[config.mk]
export PLATFORM = sky130hd
export DESIGN_NAME = interleaver_ctrl
export DESIGN_NICKNAME = d
export VERILOG_FILES = /design/src/rtl/interleaver_ctrl_pkg.sv /design/src/rtl/interleaver_ctrl_addr_gen.sv /design/src/rtl/interleaver_ctrl.sv
export SDC_FILE = /design/constraint.sdc
export NUM_CORES = 1
export LEC_CHECK = 0
export ABC_AREA = 1
export CAP_MARGIN = 0
export CORE_MARGIN = 1.5
export CORE_UTILIZATION = 45
export CTS_CLUSTER_DIAMETER = 120
export DETAILED_ROUTE_END_ITERATION = 12
export GPL_TIMING_DRIVEN = 0
export PLACE_DENSITY = 0.74
export SLEW_MARGIN = 20
export SYNTH_ARGS = -nofsm -noshare
export SYNTH_HDL_FRONTEND = slang
export SYNTH_HIERARCHICAL = 1
export SYNTH_SLANG_ARGS = --single-unit
export TNS_END_PERCENT = 50
[constraint.sdc]
create_clock -name clock -period 11.95 [get_ports clock]
set_input_delay 2.39 -clock clock [delete_from_list [all_inputs] [get_ports clock]]
set_output_delay 2.39 -clock clock [all_outputs]
set_load 0.01 [all_outputs]
[src/rtl/interleaver_ctrl_pkg.sv]
// Shared definitions for the 802.11a block interleaver controller:
// RATE codes, the N_CBPS/N_BPSC table, FSM state encoding and small helpers.
package interleaver_ctrl_pkg;

    localparam int ADDR_W   = 9;
    localparam int MAX_CBPS = 288;

    // 802.11a RATE field codes
    localparam logic [3:0] RATE_6  = 4'b1101;
    localparam logic [3:0] RATE_9  = 4'b1111;
    localparam logic [3:0] RATE_12 = 4'b0101;
    localparam logic [3:0] RATE_18 = 4'b0111;
    localparam logic [3:0] RATE_24 = 4'b1001;
    localparam logic [3:0] RATE_36 = 4'b1011;
    localparam logic [3:0] RATE_48 = 4'b0001;
    localparam logic [3:0] RATE_54 = 4'b0011;

    // Controller FSM encoding
    localparam logic [1:0] ST_IDLE  = 2'd0;
    localparam logic [1:0] ST_FILL  = 2'd1;
    localparam logic [1:0] ST_PAD   = 2'd2;
    localparam logic [1:0] ST_DRAIN = 2'd3;

    typedef struct packed {
        logic              legal;
        logic [ADDR_W-1:0] n_cbps;
        logic [2:0]        n_bpsc;
    } rate_cfg_t;

    // RATE -> modulation parameters; illegal codes return legal=0
    function automatic rate_cfg_t decode_rate(input logic [3:0] rate);
        rate_cfg_t cfg;
        cfg = '0;
        case (rate)
            RATE_6,  RATE_9:  begin cfg.legal = 1'b1; cfg.n_cbps = 9'd48;  cfg.n_bpsc = 3'd1; end
            RATE_12, RATE_18: begin cfg.legal = 1'b1; cfg.n_cbps = 9'd96;  cfg.n_bpsc = 3'd2; end
            RATE_24, RATE_36: begin cfg.legal = 1'b1; cfg.n_cbps = 9'd192; cfg.n_bpsc = 3'd4; end
            RATE_48, RATE_54: begin cfg.legal = 1'b1; cfg.n_cbps = 9'd288; cfg.n_bpsc = 3'd6; end
            default:          cfg = '0;
        endcase
        return cfg;
    endfunction

    // s = max(N_BPSC/2, 1)
    function automatic logic [1:0] s_of_bpsc(input logic [2:0] n_bpsc);
        logic [1:0] s;
        case (n_bpsc)
            3'd4:    s = 2'd2;
            3'd6:    s = 2'd3;
            default: s = 2'd1;
        endcase
        return s;
    endfunction

    // v mod 3 for a 4-bit value without a divider: 4 == 1 (mod 3), so fold the two bit pairs
    function automatic logic [1:0] mod3_4b(input logic [3:0] v);
        logic [2:0] t;
        t = {1'b0, v[3:2]} + {1'b0, v[1:0]};
        if (t >= 3'd6)
            t = t - 3'd6;
        else if (t >= 3'd3)
            t = t - 3'd3;
        return t[1:0];
    endfunction

endpackage

[src/rtl/interleaver_ctrl_addr_gen.sv]
// Permuted write-address generator: tracks k as {row, col}, accumulates
// i = row + col*N/16 and i mod 3, and forms j(k) for s = 1, 2 or 3.
module interleaver_addr_gen
    import interleaver_ctrl_pkg::*;
(
    input  logic              clock,
    input  logic              reset_n,
    input  logic              clear,
    input  logic              inc,
    input  logic [ADDR_W-1:0] n_cbps,
    input  logic [1:0]        s_sel,
    output logic              k_last,
    output logic [ADDR_W-1:0] j
);

    logic [3:0]        col;
    logic [4:0]        row;
    logic [ADDR_W-1:0] i_acc;
    logic [1:0]        i_mod3;
    logic [4:0]        step;
    logic [1:0]        col_m3;
    logic [2:0]        t3;

    // N/16 column stride (3, 6, 12 or 18)
    assign step   = n_cbps[ADDR_W-1:4];
    assign k_last = ({row, col} == (n_cbps - 9'd1));

    // k counter and i accumulator; every legal stride is a multiple of 3,
    // so i mod 3 only moves when a new row starts
    always_ff @(posedge clock or negedge reset_n) begin
        if (!reset_n) begin
            col    <= '0;
            row    <= '0;
            i_acc  <= '0;
            i_mod3 <= '0;
        end else if (clear) begin
            col    <= '0;
            row    <= '0;
            i_acc  <= '0;
            i_mod3 <= '0;
        end else if (inc) begin
            if (col == 4'd15) begin
                col    <= '0;
                row    <= row + 5'd1;
                i_acc  <= ADDR_W'(row) + ADDR_W'(1);
                i_mod3 <= (i_mod3 == 2'd2) ? 2'd0 : i_mod3 + 2'd1;
            end else begin
                col   <= col + 4'd1;
                i_acc <= i_acc + ADDR_W'(step);
            end
        end
    end

    // j = s*floor(i/s) + (i + N - col) mod s; for s=3, N=288 is a multiple of 3
    always_comb begin
        col_m3 = mod3_4b(col);
        t3     = {1'b0, i_mod3} + 3'd3 - {1'b0, col_m3};
        if (t3 >= 3'd3)
            t3 = t3 - 3'd3;
        case (s_sel)
            2'd2:    j = {i_acc[ADDR_W-1:1], i_acc[0] ^ col[0]};
            2'd3:    j = (i_acc - ADDR_W'(i_mod3)) + ADDR_W'(t3[1:0]);
            default: j = i_acc;
        endcase
    end

endmodule

[src/rtl/interleaver_ctrl.sv]
// 802.11a block interleaver controller: decodes RATE, writes coded bits at
// permuted addresses into two ping-pong 1-bit RAM banks, pads the last
// symbol with zeros, and streams each full bank out in address order.
// Handshake: a transfer happens on a rising edge where valid and ready are
// both high; valid never waits on ready, and once raised holds its data.
module interleaver_ctrl
    import interleaver_ctrl_pkg::*;
(
    input  logic              clock,
    input  logic              reset_n,
    input  logic [3:0]        rate,
    input  logic              start,
    output logic              rate_err,
    input  logic              in_data,
    input  logic              in_valid,
    input  logic              in_last,
    output logic              in_ready,
    output logic              wr_en,
    output logic              wr_bank,
    output logic [ADDR_W-1:0] wr_addr,
    output logic              wr_data,
    output logic              rd_en,
    output logic              rd_bank,
    output logic [ADDR_W-1:0] rd_addr,
    output logic              out_valid,
    input  logic              out_ready,
    output logic [ADDR_W-1:0] n_cbps,
    output logic              busy,
    output logic [1:0]        fsm_state
);

    logic [1:0]        state, state_nx;
    logic [1:0]        full, full_nx;
    logic [1:0]        s_sel;
    rate_cfg_t         cfg;
    logic              start_ok, start_bad;
    logic              wr_fill, wr_pad, sym_done, rd_done;
    logic              k_last, gen_clear, gen_inc;
    logic [ADDR_W-1:0] j_addr;

    assign cfg       = decode_rate(rate);
    assign start_ok  = start & (state == ST_IDLE) & cfg.legal;
    assign start_bad = start & (state == ST_IDLE) & ~cfg.legal;

    // Write side: a bit lands in RAM in the same cycle it is accepted
    assign in_ready  = (state == ST_FILL) & ~full[wr_bank];
    assign wr_fill   = in_valid & in_ready;
    assign wr_pad    = (state == ST_PAD) & ~full[wr_bank];
    assign wr_en     = wr_fill | wr_pad;
    assign wr_data   = wr_fill & in_data;
    assign wr_addr   = j_addr;
    assign sym_done  = wr_en & k_last;

    // Read side: issue a read whenever the output register is free or draining
    assign rd_en     = full[rd_bank] & (~out_valid | out_ready);
    assign rd_done   = rd_en & (rd_addr == (n_cbps - 9'd1));

    assign busy      = (state != ST_IDLE);
    assign fsm_state = state;

    assign gen_clear = start_ok | sym_done;
    assign gen_inc   = wr_en & ~k_last;

    interleaver_addr_gen u_addr_gen (
        .clock   (clock),
        .reset_n (reset_n),
        .clear   (gen_clear),
        .inc     (gen_inc),
        .n_cbps  (n_cbps),
        .s_sel   (s_sel),
        .k_last  (k_last),
        .j       (j_addr)
    );

    // Frame sequencing: fill, optional zero padding, then wait for the banks to empty
    always_comb begin
        state_nx = state;
        case (state)
            ST_IDLE:  if (start_ok) state_nx = ST_FILL;
            ST_FILL:  if (wr_fill && in_last) state_nx = k_last ? ST_DRAIN : ST_PAD;
            ST_PAD:   if (wr_pad && k_last) state_nx = ST_DRAIN;
            ST_DRAIN: if ((full == 2'b00) && !out_valid) state_nx = ST_IDLE;
            default:  state_nx = ST_IDLE;
        endcase
    end

    // Bank-full flags; a set and a clear in one cycle always hit different banks
    always_comb begin
        full_nx = full;
        if (sym_done)
            full_nx[wr_bank] = 1'b1;
        if (rd_done)
            full_nx[rd_bank] = 1'b0;
    end

    // State, frame configuration and RATE error pulse
    always_ff @(posedge clock or negedge reset_n) begin
        if (!reset_n) begin
            state    <= ST_IDLE;
            n_cbps   <= '0;
            s_sel    <= '0;
            rate_err <= 1'b0;
        end else begin
            state    <= state_nx;
            rate_err <= start_bad;
            if (start_ok) begin
                n_cbps <= cfg.n_cbps;
                s_sel  <= s_of_bpsc(cfg.n_bpsc);
            end
        end
    end

    // Bank pointers, read address and output-valid register
    always_ff @(posedge clock or negedge reset_n) begin
        if (!reset_n) begin
            full      <= 2'b00;
            wr_bank   <= 1'b0;
            rd_bank   <= 1'b0;
            rd_addr   <= '0;
            out_valid <= 1'b0;
        end else begin
            full <= full_nx;
            if (sym_done)
                wr_bank <= ~wr_bank;
            if (rd_en) begin
                if (rd_done) begin
                    rd_addr <= '0;
                    rd_bank <= ~rd_bank;
                end else begin
                    rd_addr <= rd_addr + 9'd1;
                end
            end
            if (rd_en)
                out_valid <= 1'b1;
            else if (out_ready)
                out_valid <= 1'b0;
        end
    end

endmodule
# After elaboration in Yosys (flattened, before gate mapping)
# Memory sizes are Yosys's and may differ from the RTL's.
# Cells that the tools add are included.
dict set report classes {
  order_cmp 7
  mux 37
  add_sub_neg 15
  reduce_logical 15
  n_eq_ne 15
  n_bitwise 24
}
# cell n
set op_table {}
lappend op_table {{9-bit 2-to-1 mux} 4}
lappend op_table {{2-bit 2-to-1 mux} 13}
lappend op_table {{9-bit == test} 2}
lappend op_table {{9-bit case mux with 2 select lines} 1}
lappend op_table {{5-bit 2-to-1 mux} 3}
lappend op_table {{4-bit 2-to-1 mux} 3}
lappend op_table {{1-bit bitwise AND} 11}
lappend op_table {{2-bit == test, second input constant} 5}
lappend op_table {{9-bit by 1-bit adder with 9-bit output, second input constant} 1}
lappend op_table {{9-bit by 2-bit adder with 9-bit output} 1}
lappend op_table {{9-bit by 5-bit adder with 9-bit output} 1}
lappend op_table {{1-bit 2-to-1 mux} 9}
lappend op_table {{9-bit by 1-bit subtractor with 9-bit output, second input constant} 1}
lappend op_table {{9-bit by 2-bit subtractor with 9-bit output} 1}
lappend op_table {{2-bit case mux with 4 select lines} 1}
lappend op_table {{2-bit nonzero test} 4}
lappend op_table {{5-bit by 1-bit adder with 6-bit output, second input constant} 1}
lappend op_table {{3-bit == test, second input constant} 2}
lappend op_table {{3-bit by 2-bit >= comparator with 1-bit output, second input constant} 2}
lappend op_table {{1-bit NOT} 6}
lappend op_table {{2-bit subtractor, second input constant} 3}
lappend op_table {{5-bit by 1-bit adder with 5-bit output, second input constant} 1}
lappend op_table {{1-bit logical AND} 5}
lappend op_table {{4-bit by 1-bit adder with 4-bit output, second input constant} 1}
lappend op_table {{other kinds (22)} 31}
dict set report totals {
  word_cells 127
  regBits 48
  output_inout_bits 38
  n_memories 1
  mem_bits_ro 144
}
# name words word_bits read_ports rd_ports_with_merged_regs write_ports line_no
set memory_table {}
lappend memory_table {{(name not given)} 16 9 1 0 0 interleaver_ctrl_pkg.sv:34} ;# case (rate)

# Longest topological paths before layout
# Gate-level depths: netlist of run 1.
dict set report logic_depth {
  ltp_word 10
  depth_mapped 26
  mapped_depth_nobuf 26
}

# By module
# Netlist of run 1, hierarchy kept.
# module instances cells_per_inst area_each_um2
set by_module_without_submodules {}
lappend by_module_without_submodules {interleaver_addr_gen 1 335 2245.9}
lappend by_module_without_submodules {interleaver_ctrl 1 211 1510.2}

# Worst setup path before layout of run 1
# No wires, ideal clock.
dict set report synth_path {
  path_type {register to output}
  start {reg u_addr_gen.col[0]}
  end {out wr_addr[8]}
  path_stages_with_launch 24
  slack_ns 5.029
  t_arrival_ns 4.531
  cell_sequence {dfrtp_1 -> ha_1 -> fa_1 -> ha_1 -> a211o_1 -> nand2_1 -> xnor2_1 -> inv_1 -> ha_1 -> fa_1 -> ha_1 -> nor2_1 -> o21ai_0 -> a21oi_1 -> fa_1 -> fa_1 -> inv_1 -> nand3_1 -> nand2_1 -> nand2_1 -> nand2_1 -> nand2_1 -> nand3_1 -> o21ai_0}
}
dict set report synth_via {
  elab_chain_cells 9
  elab_cells_between_ends 13
  cone_classes {6 x add/sub; 3 x order compare; 4 x mux}
}
# element line_no
set synth_rtl {}
lappend synth_rtl {{from (decl)} interleaver_ctrl_addr_gen.sv:16} ;# logic [3:0] col;
lappend synth_rtl {{from (signal assigned)} interleaver_ctrl_addr_gen.sv:48} ;# col <= col + 4'd1;
lappend synth_rtl {{2-bit by 2-bit adder with 3-bit output (*)} interleaver_ctrl_pkg.sv:58} ;# t = {1'b0, v[3:2]} + {1'b0, v[1:0]};
lappend synth_rtl {{3-bit by 2-bit >= comparator with 1-bit output or 2-bit subtractor (tied branches)} {interleaver_ctrl_pkg.sv:61, interleaver_ctrl_pkg.sv:62}}
lappend synth_rtl {{2-bit 2-to-1 mux} interleaver_ctrl_pkg.sv:61} ;# else if (t >= 3'd3)
lappend synth_rtl {{2-bit 2-to-1 mux (*)} interleaver_ctrl_pkg.sv:59} ;# if (t >= 3'd6)
lappend synth_rtl {{3-bit by 2-bit subtractor with 3-bit output (*)} interleaver_ctrl_addr_gen.sv:57} ;# t3 = {1'b0, i_mod3} + 3'd3 - {1'b0, col_m3};
lappend synth_rtl {{3-bit by 2-bit >= comparator with 1-bit output or 2-bit subtractor (tied branches)} {interleaver_ctrl_addr_gen.sv:58, interleaver_ctrl_addr_gen.sv:59}}
lappend synth_rtl {{2-bit 2-to-1 mux (*)} interleaver_ctrl_addr_gen.sv:58} ;# if (t3 >= 3'd3)
lappend synth_rtl {{9-bit by 2-bit adder with 9-bit output (*)} interleaver_ctrl_addr_gen.sv:62} ;# 2'd3: j = (i_acc - ADDR_W'(i_mod3)) + ADDR_W'(t3[1:0]);
lappend synth_rtl {{9-bit case mux with 2 select lines (*)} interleaver_ctrl_addr_gen.sv:60} ;# case (s_sel)
lappend synth_rtl {{to (decl)} interleaver_ctrl.sv:20} ;# output logic [ADDR_W-1:0] wr_addr,
# Every way passes the cells marked *; elsewhere a longest branch is shown, timed or not.

# Worst setup path in the final report of run 1
# Ends and elaborated chain as after synthesis.

==> impl_metrics.csv, run 1 <==
group,metric,value,unit
worst_setup_path,crit_type,"flip-flop to primary output",
yosys,yosys_register_bits,44,
route,drtPass1Iterations,4,
place,dp_hpwl,6814,um
worst_setup_path,start_kind,"flip-flop",
layout,antenna_cells,0,
layout,area_delta_synth_final,19.52,%
route,vias,3631,
worst_setup_path,crit_path_end_kind,"primary output",
die,die_w,94.36,um
yosys,synthMuxAreaShare,0,%
power_and_ir_drop,leakage,2.388,nW
power_and_ir_drop,seq_power_share,29.8,%
power_and_ir_drop,swShare,46.00,%
timing,rsz0062_at_grt,"false",
hold_path,hold_path_class,"flip-flop to flip-flop",
layout,mostFrequentLayoutCells,"159 x nand2_1, 85 x inv_1, 57 x nand3_1",
place,place_congestion,0.8885,
grt,grt_usage,20.59,%
worst_setup_path,r2r_slack,9.23,ns
grt,grt_start_max_net_pins,31,
power_and_ir_drop,ir_worst_vdd,0.00009264,V
timing,fin_crit_sh,67.93,%
route,wire_per_inst,11.96,um
worst_setup_path,worst-path-max-fanout,8,
clock_network,root_buffer,"clkbuf_8",
clock_network,cts-buffers-inserted,5,
worst_setup_path,required,9.56,ns
route,ant_nets,0,
yosys,synth-simple-area-share,33.91,%
grt,grt_pass1_wl,14860,um
layout,final_nets,660,
die,ios,49,
clock_network,path_clk_slew,0.09,ns
clock_network,h-tree-depth,2,
yosys,syn_area_per_cell,6.879,um^2
place,numPortBuffers,43,
die,coreArea,8134,um^2
route,via_per_inst,5.043,
power_and_ir_drop,p_switching,373.2,uW
die,num_rows,33,
clock_network,post_cts_resize_count,0,
layout,final_common_cell,"nand2_1",
flow_run,drv_cap,0,
power_and_ir_drop,internal_power,438.1,uW
die,initial_core_util,46.18,%
yosys,synth_fa_ha_area_share,12.66,%
timing,setup-tns-final,0,ns
yosys,netlist_instances,546,
worst_setup_path,crit_path_cell_trace,"ha_1 > fa_1 > ha_1 > a211o_1 > nand2_1 > xnor2_1 > inv_1 > ha_1 > fa_1 > ha_1 > nor2_1 > o21ai_0 > a21oi_1 > fa_1 > fa_1 > inv_1 > nand3_1 > nand2_1 > nand2_1 > nand3_1 > nand3_1 > o21ai_0 > clkdlybuf4s50_1",
power_and_ir_drop,clockPowerShare,12.3,%
yosys,synth_area,3756,um^2
timing,fin_crit,8.118,ns
clock_network,cts_hold_buf,0,
layout,fin_area,4489,um^2
clock_network,clk_latency,0.30,ns
clock_network,clock_tree.buffer_depth,2,
timing,hold_viol_final,0,
grt,grt_pass1_vias,3417,
layout,drive_above_1_share,7.154,%
grt,antenna_found_initial,0,
clock_network,clock-sinks,44,
power_and_ir_drop,combPwrFrac,57.9,%
route,drt-initial-drc-count,166,
clock_network,tritoncts,"yes",
place,placed_cell_area,4397,um^2
timing,setup_viol,0,
worst_setup_path,path_buf_inv,3,
run_status,status,"complete, no violations",
worst_setup_path,critical-path-max-stage-delay,0.55,ns
clock_network,post_cts_buffers,0,
route,routed_wl,8608,um
die,fp.dieH,94.36,um
grt,grt_overflow_total,0,
yosys,ys_seq_area_share,29.31,%
die,dieArea,8904,um^2
power_and_ir_drop,power.density,180.7,nW/um^2
worst_setup_path,arrival,5.73,ns
yosys,synth_cell_types,39,
yosys,synth_xor_area_share,3.964,%
yosys,yosys_warnings,6,
worst_setup_path,crit_slowest_cell,"clkdlybuf4s50_1",
yosys,synth_top_family_by_area,"simple AND/OR/NAND/NOR gates",
timing,finClkSkew,0.005702,ns
timing,max_freq,0.1232,GHz
yosys,synth_compound_area_share,9.694,%
timing,drv_slew,0,
worst_setup_path,cp_top_family,"adder cells",
route,drc,0,
-- final cells by class --
type / instances / area [um^2]
inverter: 94 / 354.1
multi-input combinational: 420 / 2330
clock inverter: 2 / 10.01
sequential: 44 / 1101
buffer: 5 / 35.03
tap: 105 / 131.4
timing repair buffer: 44 / 445.4
clock buffer: 6 / 82.58
fill: 788 / 3645
-- per-stage QoR --
| step | power [mW] | cells | hold WS [ns] | utilization [%] | worst slack (ns) |
|---|---|---|---|---|---|
| 2_1_floorplan | 0.5400 | 563 | 0.4745 | - | 5.029 |
| 3_3_place_gp | 0.6909 | 711 | 0.5067 | 53.87 | 4.311 |
| 3_5_place_dp | 0.7113 | 712 | 0.5124 | 54.05 | 4.165 |
| 4_1_cts | 0.8135 | 720 | 0.5259 | 55.19 | 3.839 |
| 5_1_grt | 0.8923 | 720 | 0.5620 | 55.19 | 3.493 |
| 6_report | 0.8112 | 720 | 0.5256 | 55.19 | 3.832 |
-- path summary, 6_finish.rpt --
check,startpoint,cells after the start,to
setup / recovery,u_addr_gen/col[0],23,wr_addr[8]
hold / removal,s_sel[0],2,s_sel[0]
setup reg to reg,n_cbps[4],15,u_addr_gen/row[0]
hold reg to reg,s_sel[0],2,s_sel[0]
max in group asynchronous,reset_n,2,u_addr_gen/i_acc[3]
min in group asynchronous,reset_n,1,rd_bank
-- worst min-delay path, delay by kind of cell, from the launching register on --
| kind | cells | cell delay [ns] |
|---|---|---|
| DFF | 1 | 0.39 |
| buffers and inverters | 1 | 0.05 |
| AOI/OAI and AO/OA | 1 | 0.05 |
-- state kept, by name (all words and copies together) (netlist names) --
signal and cells:
fsm_state 2, full 2, n_cbps 5, out_valid 1
rate_err 1, rd_addr 9, rd_bank 1, s_sel 2
u_addr_gen/col 4, u_addr_gen/i_acc 9, u_addr_gen/i_mod3 2, u_addr_gen/row 5
wr_bank 1
-- Yosys cell counts --
cell	count	area (um^2)
o211a_1	1	10.01
nand3b_1	2	15.01
o21bai_1	2	15.01
o221ai_1	1	8.760
o211ai_1	2	15.01
o22ai_1	4	25.02
or2_2	2	12.51
conb_1	1	3.750
nor3_2	1	10.01
nand4_1	7	43.79
o21ai_1	1	5.000
nor2_1	37	138.9
nand2_2	3	18.77
nand2_4	1	11.26
nor3_1	4	20.02
inv_1	85	319.1
clkinv_2	1	5.000
xor2_1	10	87.58
o21ai_0	24	120.1
buf_4	4	30.03
nand2_1	159	596.8
xnor2_1	7	61.31
a211o_1	1	8.760
clkinv_1	1	3.750
dfrtp_1	44	1101
nor2_4	3	33.78
nand3_1	57	285.3
buf_2	1	5.000
inv_2	7	26.28
o31ai_1	2	15.01
nand3_4	1	17.52
a21oi_1	22	110.1
nor2_8	1	20.02
nor2_2	8	50.05
a211oi_1	1	7.510
ha_1	30	375.4
fa_1	5	100.1
o21a_1	2	15.01
o21ai_2	1	8.760
-- cells by family (layout without fill, tap and decap cells) --
kind of cell | after synthesis | after routing
flops | 44 | 44
other cells | 1 | 18
compound gates | 64 | 64
simple gates | 286 | 286
buf+inv | 99 | 151
xor+xnor | 17 | 17
fa+ha+maj | 35 | 35
-- power groups by stage --
stage | registers [mW] | clock network (mW) | logic (mW)
3_3_place_gp | 0.243 | 0 | 0.448
4_1_cts | 0.243 | 0.102 | 0.469
3_5_place_dp | 0.245 | 0 | 0.466
5_1_grt | 0.250 | 0.107 | 0.535
6_report | 0.242 | 0.0998 | 0.470
2_1_floorplan | 0.236 | 0 | 0.304
-- metal layers --
metal | vias to the layer above | part of all wire (%) | GRT usage [%]
met5 | - | 0 | 0
met4 | 0 | 1.4 | 5.473
met3 | 14 | 3.4 | 2.335
met2 | 72 | 50 | 38.07
met1 | 1684 | 45 | 25.22
li1 | 1861 | - | -
No activity file was read; power rests on OpenSTA's default activity.
==> inputs of run 2 (changes only) <==
PLACE_DENSITY = 0.77   (was 0.74)
clock period = 7.15 ns   (was 11.95 ns; I/O delays follow)
==> run 2 against run 1 <==
  * Register-to-register slack got worse by 4.9 ns
  * First-iteration DRC count fell by 1.2%
  * Sequential share of layout area down 0.12 points
  * Highest routed layer unchanged
  * Wire length is 0.31% lower
  * Sequential power increased by 66%
  * Critical path type unchanged
  * Worst setup slack lost 3.5 ns
  * Global-route usage grew 0.12 points
  * Largest power group unchanged
  * Critical path depth down 1
==> impl_metrics.csv, run 2 (synthesis results as in run 1) <==
group,metric,value,unit
clock_network,root_buffer,"clkbuf_8",
hold_path,hold_path_depth,2,
die,initial_core_util,46.18,%
die,dieArea,8904,um^2
layout,top_regs,"rd_addr: 9 flops, u_addr_gen/i_acc: 9 flops",
die,num_rows,33,
clock_network,clk_latency,0.30,ns
worst_setup_path,worst-path-max-fanout,4,
timing,fin_crit_sh,95.94,%
route,wire_per_inst,11.89,um
route,vias,3657,
worst_setup_path,timing.critical_path.mode_cell,"ha_1",
die,coreArea,8134,um^2
grt,grt_overflow_total,0,
worst_setup_path,required,5.72,ns
grt,grt_pass1_vias,3582,
die,fp.dieH,94.36,um
die,ios,49,
timing,layout_setup_ws,0.2902,ns
grt,antenna_found_initial,0,
timing,max_freq,0.1458,GHz
clock_network,cts-buffers-inserted,5,
power_and_ir_drop,power.density,299.1,nW/um^2
clock_network,h-tree-depth,2,
worst_setup_path,reg2reg_depth,14,
grt,grt_start_max_net_pins,25,
worst_setup_path,r2r_end,"u_addr_gen/row[2]",
place,dp_hpwl,6928,um
timing,drv_slew,0,
run_status,status,"complete, no violations",
clock_network,tritoncts,"yes",
worst_setup_path,r2r_start,"n_cbps[4]",
clock_network,clock_tree.buffer_depth,2,
route,routed_wl,8581,um
power_and_ir_drop,ir_worst_vdd,0.0001586,V
flow_run,drv_cap,0,
timing,whs,0.5261,ns
grt,grt_pass1_wl,14840,um
worst_setup_path,crit_path_cell_trace,"ha_1 > fa_2 > ha_1 > a211o_1 > nand2_1 > xnor2_1 > inv_1 > ha_1 > fa_1 > ha_1 > nor2_1 > o21ai_1 > nor2_1 > a21oi_1 > fa_1 > fa_1 > inv_1 > nand4_1 > nand4_1 > nand3_1 > o21ai_0 > clkdlybuf4s50_1",
worst_setup_path,start_kind,"flip-flop",
layout,final_nets,662,
timing,hold_viol_final,0,
worst_setup_path,startpoint,"u_addr_gen/col[0]",
clock_network,path_clk_slew,0.08,ns
worst_setup_path,arrival,5.43,ns
worst_setup_path,crit_path_end_kind,"primary output",
power_and_ir_drop,leakage,2.441,nW
grt,grt_usage,20.71,%
clock_network,cts_hold_buf,0,
timing,fin_crit,6.860,ns
timing,setup-tns-final,0,ns
timing,setup_viol,0,
worst_setup_path,crit_slowest_cell,"clkdlybuf4s50_1",
place,dpl_worst_slack,0.2903,ns
route,ant_nets,0,
clock_network,clock-sinks,44,
route,drc,0,
die,die_w,94.36,um
layout,area_delta_synth_final,20.39,%
hold_path,holdPathEnd,"s_sel[0]",
worst_setup_path,r2r_slack,4.37,ns
layout,mostFrequentLayoutCells,"159 x nand2_1, 85 x inv_1, 56 x nand3_1",
hold_path,hold_path_class,"flip-flop to flip-flop",
route,drt-initial-drc-count,164,
timing,finClkSkew,0.007601,ns
place,place_congestion,0.9403,
layout,final_common_cell,"nand2_1",
worst_setup_path,crit_type,"flip-flop to primary output",
layout,antenna_cells,0,
hold_path,hold_start,"s_sel[0]",
route,via_per_inst,5.065,
layout,drive_above_1_share,8.104,%
worst_setup_path,critical-path-max-stage-delay,0.55,ns
place,numPortBuffers,43,
route,drtPass1Iterations,4,
layout,fill_cells,794,
-- run 2: cell count changes in the layout (fill, tap and decap cells not counted), sizes merged --
| cell | previous run | this run |
|---|---|---|
| clkdlybuf4s50 | 42 | 39 |
| dlymetal6s2s | 0 | 3 |
| buf | 7 | 9 |
-- run 2: how the worst max path moves through the flow --
stage	end	cells past startpoint
after floorplan	wr_addr[8]	23
after global placement	wr_addr[8]	23
after detailed placement	wr_addr[8]	23
after CTS	wr_addr[8]	24
after global routing	wr_addr[4]	23
final	wr_addr[6]	22
-- run 2: stage by stage --
stage	area [um^2]	std cells	utilization (%)	power, mW
3_5_place_dp	4397	712	54.05	1.189
5_1_grt	4522	722	55.59	1.486
6_report	4522	722	55.59	1.352
4_1_cts	4498	721	55.30	1.357
2_1_floorplan	3820	563	-	0.9026
3_3_place_gp	4382	711	53.87	1.151
-- run 2: critical path, delay by kind of cell (launching register included) --
kind / cells / cell delay [ns]
flip-flops: 1 / 0.41
adder cells (fa/ha/maj): 8 / 2.71
AO/OA/AOI/OAI: 4 / 0.53
buffers and inverters: 3 / 0.73
AND/OR/NAND/NOR: 6 / 0.64
XOR/XNOR: 1 / 0.12
-- run 2: where the power goes --
part           total (mW)  switching (mW)  leakage (nW)  internal (mW)
Clock               0.163          0.0858        0.0510         0.0772
Combinational       0.787           0.435          1.84          0.352
Sequential          0.402          0.0974         0.545          0.305
Total                1.35           0.618          2.44          0.734
-- run 2: routing by layer --
layer  global-route usage (%)  part of all wire [%]  vias to the layer above  routed length (um)
li1                         -                     -                     1865                   -
met1                    24.56                    43                     1690                3714
met2                    37.47                    50                       89                4308
met3                    3.382                   5.4                       13                 463
met4                    7.587                   1.1                        0                  95
met5                        0                     0                        -                   0
-- run 2: area by class of cell --
type	count	area, um^2	area share [%]
clock buffer	6	82.58	1.826
timing repair buffer	46	467.9	10.35
sequential	44	1104	24.41
clock inverter	2	10.01	0.2214
inverter	94	354.1	7.831
multi-input combinational	420	2337	51.69
buffer	5	35.03	0.7748
tap	105	131.4	2.905
-- run 2: timing repair --
action,4_1_cts,5_1_grt
resized for setup,1,7
setup endpoints to repair,1,6
pin swaps,1,0
setup buffers,1,1
==> inputs of run 3 (changes only) <==
ABC_CLOCK_PERIOD_IN_PS = 7150   (was default)
==> results of run 3 <==
The final DEF is identical to that of run 2; final timing and power are the same.
